==> config.mk <==
export PLATFORM = sky130hd
export DESIGN_NAME = vga_timing_gen_flat
export DESIGN_NICKNAME = d
export VERILOG_FILES = /design/src/rtl/vga_timing_gen_if.sv /design/src/rtl/vga_timing_gen.sv /design/src/flat_wrapper.sv
export SDC_FILE = /design/constraint.sdc
export NUM_CORES = 1
export LEC_CHECK = 0
export ABC_CLOCK_PERIOD_IN_PS = 5000
export BUFFER_PORTS_ARGS = -buffer_cell sky130_fd_sc_hd__buf_2
export CELL_PAD_IN_SITES_DETAIL_PLACEMENT = 1
export CELL_PAD_IN_SITES_GLOBAL_PLACEMENT = 1
export CORE_MARGIN = 2
export CORE_UTILIZATION = 40
export DETAILED_ROUTE_END_ITERATION = 10
export PLACE_DENSITY_LB_ADDON = 0.15
export SLEW_MARGIN = 20
export SYNTH_ARGS = -nofsm -noshare
export SYNTH_HDL_FRONTEND = slang
export SYNTH_SLANG_ARGS = --single-unit
==> constraint.sdc <==
create_clock -name clk -period 5 [get_ports clk]
set_input_delay 0.75 -clock clk [delete_from_list [all_inputs] [get_ports clk]]
set_output_delay 0.75 -clock clk [all_outputs]
set_load 0.05 [all_outputs]
==> src/rtl/vga_timing_gen_if.sv <==
// Raster interface of the VGA timing generator.
// The master side (the timing generator) drives the pixel counters, the
// pixel-rate strobe, the pipeline-aligned sync/enable signals and the
// frame markers. The slave side (the drawers and the monitor) samples them.
interface vga_timing_gen_if;

  logic [10:0] pixelX;
  logic [10:0] pixelY;
  logic        pixTick;
  logic        hsyncN;
  logic        vsyncN;
  logic        active;
  logic        startOfFrame;
  logic [7:0]  frameCnt;

  modport master (
    output pixelX,
    output pixelY,
    output pixTick,
    output hsyncN,
    output vsyncN,
    output active,
    output startOfFrame,
    output frameCnt
  );

  modport slave (
    input pixelX,
    input pixelY,
    input pixTick,
    input hsyncN,
    input vsyncN,
    input active,
    input startOfFrame,
    input frameCnt
  );

endinterface

==> src/rtl/vga_timing_gen.sv <==
// VGA raster timing generator.
// An integer clock divider produces a one-clock pixel strobe. Horizontal and
// vertical counters advance on that strobe. Sync and display-enable signals
// are decoded from the counters, then delayed PIPE_DLY clocks so that they
// line up with the registered RGB produced downstream.
// Optional build macro VGA_FRAME_COUNTER_EN adds an 8-bit frame counter.
// Without that macro, frameCnt is tied to zero.
module vga_timing_gen #(
  parameter int CLK_DIV  = 2,
  parameter int H_ACTIVE = 640,
  parameter int H_FP     = 16,
  parameter int H_SYNC   = 96,
  parameter int H_BP     = 48,
  parameter int V_ACTIVE = 480,
  parameter int V_FP     = 10,
  parameter int V_SYNC   = 2,
  parameter int V_BP     = 33,
  parameter int PIPE_DLY = 1
) (
  input  logic              clk,
  input  logic              resetN,
  vga_timing_gen_if.master  vga
);

  localparam int H_TOTAL = H_ACTIVE + H_FP + H_SYNC + H_BP;
  localparam int V_TOTAL = V_ACTIVE + V_FP + V_SYNC + V_BP;
  localparam int DIV_W   = (CLK_DIV > 1) ? $clog2(CLK_DIV) : 1;

  localparam logic [DIV_W-1:0] DIV_LAST = DIV_W'(CLK_DIV - 1);
  localparam logic [10:0] X_LAST   = 11'(H_TOTAL - 1);
  localparam logic [10:0] Y_LAST   = 11'(V_TOTAL - 1);
  localparam logic [10:0] HS_START = 11'(H_ACTIVE + H_FP);
  localparam logic [10:0] HS_END   = 11'(H_ACTIVE + H_FP + H_SYNC);
  localparam logic [10:0] VS_START = 11'(V_ACTIVE + V_FP);
  localparam logic [10:0] VS_END   = 11'(V_ACTIVE + V_FP + V_SYNC);
  localparam logic [10:0] X_ACT    = 11'(H_ACTIVE);
  localparam logic [10:0] Y_ACT    = 11'(V_ACTIVE);

  // Raw sync/enable are packed as {hs, vs, act}.
  // While idle the sync lines are high and the enable is low.
  localparam logic [2:0] RAW_IDLE = 3'b110;

  // The counters are 11 bits wide, so larger rasters cannot be represented.
  // The other parameter ranges are also rejected here at elaboration.
  if (H_TOTAL > 2047 || V_TOTAL > 2047) begin : g_bad_totals
    $error("vga_timing_gen: H_TOTAL and V_TOTAL must not exceed 2047");
  end
  if (CLK_DIV < 1) begin : g_bad_div
    $error("vga_timing_gen: CLK_DIV must be at least 1");
  end
  if (PIPE_DLY < 0 || PIPE_DLY > 7) begin : g_bad_dly
    $error("vga_timing_gen: PIPE_DLY must be within 0..7");
  end

  logic [DIV_W-1:0] div_cnt;
  logic [10:0]      pixel_x;
  logic [10:0]      pixel_y;
  logic             tick;
  logic             line_end;
  logic             frame_end;
  logic             sof_q;
  logic             hs_raw;
  logic             vs_raw;
  logic             act_raw;
  logic [2:0]       raw_bits;
  logic [2:0]       dly_out;

  assign tick      = (div_cnt == DIV_LAST);
  assign line_end  = (pixel_x == X_LAST);
  assign frame_end = tick && line_end && (pixel_y == Y_LAST);

  // Pixel-rate divider: count 0..CLK_DIV-1, then wrap.
  // The tick is high on the last count.
  always_ff @(posedge clk) begin
    if (!resetN) begin
      div_cnt <= '0;
    end else if (tick) begin
      div_cnt <= '0;
    end else begin
      div_cnt <= div_cnt + DIV_W'(1);
    end
  end

  // Raster counters: advance one pixel per tick, and wrap at line and frame ends.
  always_ff @(posedge clk) begin
    if (!resetN) begin
      pixel_x <= '0;
      pixel_y <= '0;
    end else if (tick) begin
      if (line_end) begin
        pixel_x <= '0;
        if (pixel_y == Y_LAST) begin
          pixel_y <= '0;
        end else begin
          pixel_y <= pixel_y + 11'd1;
        end
      end else begin
        pixel_x <= pixel_x + 11'd1;
      end
    end
  end

  // Frame-start marker: registered so that it coincides with the first clock at (0,0).
  always_ff @(posedge clk) begin
    if (!resetN) begin
      sof_q <= 1'b0;
    end else begin
      sof_q <= frame_end;
    end
  end

  // Undelayed sync and enable decode from the current counter values.
  always_comb begin
    hs_raw  = !((pixel_x >= HS_START) && (pixel_x < HS_END));
    vs_raw  = !((pixel_y >= VS_START) && (pixel_y < VS_END));
    act_raw = (pixel_x < X_ACT) && (pixel_y < Y_ACT);
  end

  assign raw_bits = {hs_raw, vs_raw, act_raw};

  if (PIPE_DLY == 0) begin : g_no_dly
    assign dly_out = raw_bits;
  end else begin : g_dly
    logic [2:0] dly [PIPE_DLY];

    // Alignment shift register: on reset it is filled with idle values,
    // so no partial sync pulse can leak out after a reset.
    always_ff @(posedge clk) begin
      if (!resetN) begin
        for (int i = 0; i < PIPE_DLY; i++) begin
          dly[i] <= RAW_IDLE;
        end
      end else begin
        dly[0] <= raw_bits;
        for (int i = 1; i < PIPE_DLY; i++) begin
          dly[i] <= dly[i-1];
        end
      end
    end

    assign dly_out = dly[PIPE_DLY-1];
  end

`ifdef VGA_FRAME_COUNTER_EN
  logic [7:0] frame_cnt;

  // Frame counter: increments on the same edge that wraps the raster to (0,0).
  always_ff @(posedge clk) begin
    if (!resetN) begin
      frame_cnt <= '0;
    end else if (frame_end) begin
      frame_cnt <= frame_cnt + 8'd1;
    end
  end

  assign vga.frameCnt = frame_cnt;
`else
  assign vga.frameCnt = 8'h00;
`endif

  assign vga.pixelX       = pixel_x;
  assign vga.pixelY       = pixel_y;
  assign vga.pixTick      = tick;
  assign vga.hsyncN       = dly_out[2];
  assign vga.vsyncN       = dly_out[1];
  assign vga.active       = dly_out[0];
  assign vga.startOfFrame = sof_q;

endmodule

==> src/flat_wrapper.sv <==
// flat-port wrapper written by rule: the top's interface ports become plain ports
module vga_timing_gen_flat 
#(
  parameter int CLK_DIV  = 2,
  parameter int H_ACTIVE = 640,
  parameter int H_FP     = 16,
  parameter int H_SYNC   = 96,
  parameter int H_BP     = 48,
  parameter int V_ACTIVE = 480,
  parameter int V_FP     = 10,
  parameter int V_SYNC   = 2,
  parameter int V_BP     = 33,
  parameter int PIPE_DLY = 1
)
  (clk, resetN, vga_pixelX, vga_pixelY, vga_pixTick, vga_hsyncN, vga_vsyncN, vga_active, vga_startOfFrame, vga_frameCnt);
  vga_timing_gen_if vga_i ();
  input  logic clk;
  input  logic resetN;
  output wire logic [$bits(vga_i.pixelX)-1:0] vga_pixelX;
  output wire logic [$bits(vga_i.pixelY)-1:0] vga_pixelY;
  output wire logic [$bits(vga_i.pixTick)-1:0] vga_pixTick;
  output wire logic [$bits(vga_i.hsyncN)-1:0] vga_hsyncN;
  output wire logic [$bits(vga_i.vsyncN)-1:0] vga_vsyncN;
  output wire logic [$bits(vga_i.active)-1:0] vga_active;
  output wire logic [$bits(vga_i.startOfFrame)-1:0] vga_startOfFrame;
  output wire logic [$bits(vga_i.frameCnt)-1:0] vga_frameCnt;
  assign vga_pixelX = vga_i.pixelX;
  assign vga_pixelY = vga_i.pixelY;
  assign vga_pixTick = vga_i.pixTick;
  assign vga_hsyncN = vga_i.hsyncN;
  assign vga_vsyncN = vga_i.vsyncN;
  assign vga_active = vga_i.active;
  assign vga_startOfFrame = vga_i.startOfFrame;
  assign vga_frameCnt = vga_i.frameCnt;
  vga_timing_gen #(.CLK_DIV(CLK_DIV), .H_ACTIVE(H_ACTIVE), .H_FP(H_FP), .H_SYNC(H_SYNC), .H_BP(H_BP), .V_ACTIVE(V_ACTIVE), .V_FP(V_FP), .V_SYNC(V_SYNC), .V_BP(V_BP), .PIPE_DLY(PIPE_DLY)) u_core (.clk(clk), .resetN(resetN), .vga(vga_i));
endmodule
Word level (Yosys, flattened, before mapping):

Memory sizes are Yosys's and may differ from the RTL's.
Index checks and enable logic that the tools add are counted.

* muxes and demuxes: 6
* magnitude comparators: 6
* shift operators: 0
* bitwise gates (word level): 1
* divide/modulo/power cells: 0
* reductions and logical operators: 10
* add/sub/neg operators: 3
* $mul: 0
* equality and inequality tests: 2

Operators by type and width (number)
* $add A11 B1 Y11 const B: 2
* $eq A11 B10 Y1 const B: 2
* $lt A11 B10 Y1 const B: 2
* $lt A11 B9 Y1 const B: 2
* $mux W11: 2
* $ge A11 B10 Y1 const B: 1
* $ge A11 B9 Y1 const B: 1
* $logic_and A1 B1 Y1: 5
* $mux W1: 3
* $mux W3: 1
* $reduce_or A3 Y1: 1
* $logic_not A1 Y1: 2
* $reduce_and A2 Y1: 1
* $reduce_or A2 Y1: 1
* $add A1 B1 Y1 const B: 1
* $not A1 Y1: 1

* bits in read-only memories: 0
* word-level logic and storage cells: 33
* output and inout bits: 35
* memories: 1
* input port bits: 2
* latch bits: 0
* register bits: 24
* RAM bits: 3

Memories
* u_core.g_dly.dly: depth 1, bits a word 3, read ports 1, clocked after memory_dff 0, wr ports 1, RTL line vga_timing_gen.sv:124 `logic [2:0] dly [PIPE_DLY];`

Logic depth before layout (Yosys ltp):

* word-level depth: 4
* depth in mapped cells: 6
* gate-level depth less buffers: 6

Worst setup path before layout:

No wires, ideal clock.

* path type: reg-to-reg
* from: register u_core.pixel_x[0] (netlist: u_core.vga.pixelX[0])
* to: register u_core.pixel_y[8] (netlist: u_core.vga.pixelY[8])
* setup time: 0.074 ns
* data required time: 4.926 ns
* path buffers: 0
* slack: 2.940 ns
* period minus slack after synthesis: 2.060 ns
* stages on the path, launching flop included: 6
* data arrival time: 1.986 ns
* path through: dfxtp_1 -> ha_1 -> and4bb_2 -> nand4_4 -> or4_1 -> mux2i_1

* word-level cells in the longest chain between the ends: 2

RTL lines
* start, declared: RTL line vga_timing_gen.sv:56 `logic [10:0] pixel_x;`
* start signal, assigned: RTL line vga_timing_gen.sv:98 `pixel_x <= pixel_x + 11'd1;`
* $eq A11 B10 Y1: RTL line vga_timing_gen.sv:69 `assign line_end = (pixel_x == X_LAST);`
* $reduce_and A2 Y1 (no line)
* end signal, assigned: RTL line vga_timing_gen.sv:95 `pixel_y <= pixel_y + 11'd1;`
* end, declared: RTL line vga_timing_gen.sv:57 `logic [10:0] pixel_y;`

Every way passes these cells.
A chain may end at the register's enable or synchronous reset.

Worst setup path after layout:

* from: register u_core.div_cnt (netlist: u_core.vga.pixTick)
* to: output vga_pixTick

RTL lines
* start, declared: RTL line vga_timing_gen.sv:55 `logic [DIV_W-1:0] div_cnt;`
* start signal, assigned: RTL line vga_timing_gen.sv:80 `div_cnt <= div_cnt + DIV_W'(1);`
* end, declared: RTL line flat_wrapper.sv:21 `output wire logic [$bits(vga_i.pixTick)-1:0] vga_pixTick;`

No word-level cell between the ends.

==> Flow_metrics.wiki <==
{| class="wikitable"
! Metric !! Value
|-
| Root Buffer Master || clkbuf_4
|-
| Min cycle time layout || 2.03 ns
|-
| Crit-path max FO || 12
|-
| Cell-by-cell listing of the critical path || buf_2
|-
| Total grt overflow || 0
|-
| DPL Wire Length || 2580 µm
|-
| Cell count after synthesis || 149
|-
| Worst IR Drop VDD || 0.0870 mV
|-
| Synth top area share || 40.5%
|-
| Worst reg-to-reg path cell count || 6
|-
| Area of all placed cells without fillers || 1510 µm²
|-
| Sinks on the clock net || 27
|-
| Number of nets in the layout || 183
|-
| Layout overhead on the synthesized area || 13.3%
|-
| Global Route Usage Sum || 20.4%
|-
| CTS tree || done
|-
| Share of flip-flops with an asynchronous set or reset after synthesis || 0%
|-
| Max Clock Freq || 0.492 GHz
|-
| Slew Limit Fails || 0
|-
| Source of the worst hold timing path || u_core.vga.pixelX[10]$_SDFFE_PN0P_
|-
| Final worst hold slack || 0.515 ns
|-
| Sequential share of the synthesized area || 40.5%
|-
| Most common cell in the netlist || dfxtp_1
|-
| Starting density of the core || 43.0%
|-
| Share of the clock period used by the worst path after layout || 40.7%
|-
| Max stage delay cell, worst path || dfxtp_1
|-
| Start of the worst register-to-register path || u_core.vga.pixelY[0]$_SDFFE_PN0P_
|-
| Number of max-cap violations || 0
|-
| Worst Clk Skew || 0.00399 ns
|-
| Synth top cells by count || dfxtp_1, nor2_1, nand3_1
|-
| Post-synthesis area per instance || 8.96 µm²
|-
| Number of filler instances in the final layout || 395
|-
| Worst Hold Depth || 1
|-
| Critical path launch point || u_core.vga.pixTick$_SDFF_PP0_
|-
| Post-CTS Hold Buffers || 0
|-
| Std cell rows || 20
|-
| Endpoint type of the worst setup path || output port
|-
| Share of power burned in the clock network || 27.6%
|-
| Initial DRC Count || 24
|-
| Via-to-Cell Ratio || 5.49
|-
| Via count || 1214
|-
| Sequential share of power || 62.6%
|-
| Post-synthesis cell type count || 38
|-
| CP Launch Type || flop
|-
| Biggest cell delay along the critical path || 0.60 ns
|-
| Number of buffers and inverters on the critical path || 1
|-
| Switching portion of total power || 28.5%
|-
| Routability congestion estimate || 0.826
|-
| Number of nets with antenna violations after detailed routing || 0
|-
| Area after detailed placement || 1490 µm²
|-
| Crit path DAT || 1.28 ns
|-
| Drt wl/cell || 15.6 µm
|-
| Area taken by flip-flops and latches || 541 µm²
|-
| Number of H-tree levels || 1
|-
| First-pass GRT wire length || 5730 µm
|-
| Total power per unit cell area || 234 nW/µm²
|-
| Aggregate routed wire length || 3440 µm
|-
| Die span in x || 61.8 µm
|-
| Net switching power of the design || 0.000101 W
|-
| Most used DFF post-synth || dfxtp_1
|-
| Final Hold Violating Endpoints || 0
|-
| Post-CTS repair timing setup buffer count || 0
|-
| # setup viols final || 0
|-
| Final-layout setup total negative slack || 0 ns
|-
| Post-cts resize count || 0
|-
| Detailed-router iteration count before antenna repair || 4
|-
| Result of the run || finished, final reports clean
|-
| Die height || 61.8 µm
|-
| Pin count of the biggest net entering global routing || 16
|-
| Req. time, crit path || 4.25 ns
|-
| Total internal power || 0.000253 W
|-
| CP Depth || 1
|-
| Number of enable-type register cells in the synthesized netlist || 0
|-
| Type of the setup path with the least slack || reg2out
|-
| Clock slew at the register clock pins of the worst setup and hold paths || 0.15 ns
|-
| Count of state elements after synthesis || 27
|-
| Comb power frac || 9.8%
|-
| Slew headroom || 63.3%
|-
| Maximum buffer depth of the clock tree || 2
|-
| Setup repair after global routing missed its margin || no
|-
| Die area || 3820 µm²
|-
| # IOs || 37
|-
| Antenna diode instance count || 0
|-
| Cts bufs inserted || 3
|-
| Biggest area consumer among synthesized cells || dfxtp_1
|-
| Number of port buffers || 28
|-
| Source-to-sink clock delay at the later pin of the worst-skew pair || 0.33 ns
|-
| Mapped Area || 1340 µm²
|-
| Transition time of the tightest slew-check pin || 0.543 ns
|-
| Worst hold path class || reg2reg
|-
| Multi-input gate area in the final layout || 738 µm²
|-
| Yosys synthesis warning count || 0
|-
| Antenna violations before repair || 0
|-
| Layout cells sized above 1 || 20.9%
|-
| Remaining DRCs || 0
|-
| Largest delay contributor family on the critical path || flip-flops
|-
| Cell types occupying the most area after synthesis || dfxtp_1, xor2_1, buf_4
|-
| Vias in the first global route || 1204
|-
| Leak Pwr || 0.614 nW
|-
| Core area || 3100 µm²
|}
==> cell families (layout without fill, tap and decap cells) <==
group	Yosys count	in the layout	share of synthesized area (%)
fa+ha+maj	3	3	2.81
other cells	1	8	0.281
compound gates	21	21	9.84
buf+inv	14	35	6.19
mux	2	2	1.50
flops	27	27	40.5
xor+xnor	12	12	7.87
simple gates	69	69	31.0
==> per-layer routing <==
layer	vias up	GRT usage (%)	wire length (µm)
li1	589	-	-
met1	581	26.2	1560
met2	39	34.0	1690
met3	5	3.31	139
met4	0	8.21	47
met5	-	0	0
==> final cells by class <==
class                      count  area share [%]
multi-input combinational    115            48.8
sequential                    27            35.7
timing repair buffer          28            9.26
tap                           44            3.64
clock buffer                   3            1.49
inverter                       3           0.744
clock inverter                 1           0.331
==> metrics by stage <==
step | total power, W | utilization, % | instances | setup slack, ns
6_report | 0.000354 | 48.8 | 221 | 2.97
5_1_grt | 0.000367 | 48.8 | 221 | 2.89
4_1_cts | 0.000358 | 48.8 | 221 | 2.95
3_5_place_dp | 0.000261 | 47.9 | 217 | 2.86
3_3_place_gp | 0.000260 | 47.9 | 217 | 2.95
2_1_floorplan | 0.000260 | - | 156 | 2.94
==> cell usage in the layout, fill, tap and decap left out, types with 4 or more instances in the layout <==
master	n
o21ai_0	7
xnor2_1	4
nand4_1	7
and4_1	5
dfxtp_1	27
nor2_1	12
nand2_1	10
buf_2	28
nand3_1	11
conb_1	8
xor2_1	8
==> state kept, by name, summed over array words and instances, names as in the netlist <==
| name | count |
|---|---|
| u_core.vga.pixelY | 11 |
| u_core.vga.pixelX | 11 |
| u_core.g_dly.dly | 3 |
| u_core.vga.startOfFrame | 1 |
| u_core.vga.pixTick | 1 |
==> final timing paths <==
check             slack (ns)                                end
hold / removal          0.52  u_core.g_dly.dly[0][0]$_SDFF_PN0_
hold reg to reg         0.52  u_core.g_dly.dly[0][0]$_SDFF_PN0_
setup reg to reg        3.08  u_core.vga.pixelY[3]$_SDFFE_PN0P_
setup / recovery        2.97                        vga_pixTick
==> power by group through the flow <==
stage | registers (W) | logic (W) | clock network [W]
6_report | 0.000222 | 0.0000349 | 0.0000976
4_1_cts | 0.000222 | 0.0000349 | 0.000101
3_5_place_dp | 0.000226 | 0.0000348 | 0
5_1_grt | 0.000222 | 0.0000373 | 0.000108
3_3_place_gp | 0.000226 | 0.0000345 | 0
2_1_floorplan | 0.000233 | 0.0000266 | 0
No activity file was read; power rests on OpenSTA's default activity.
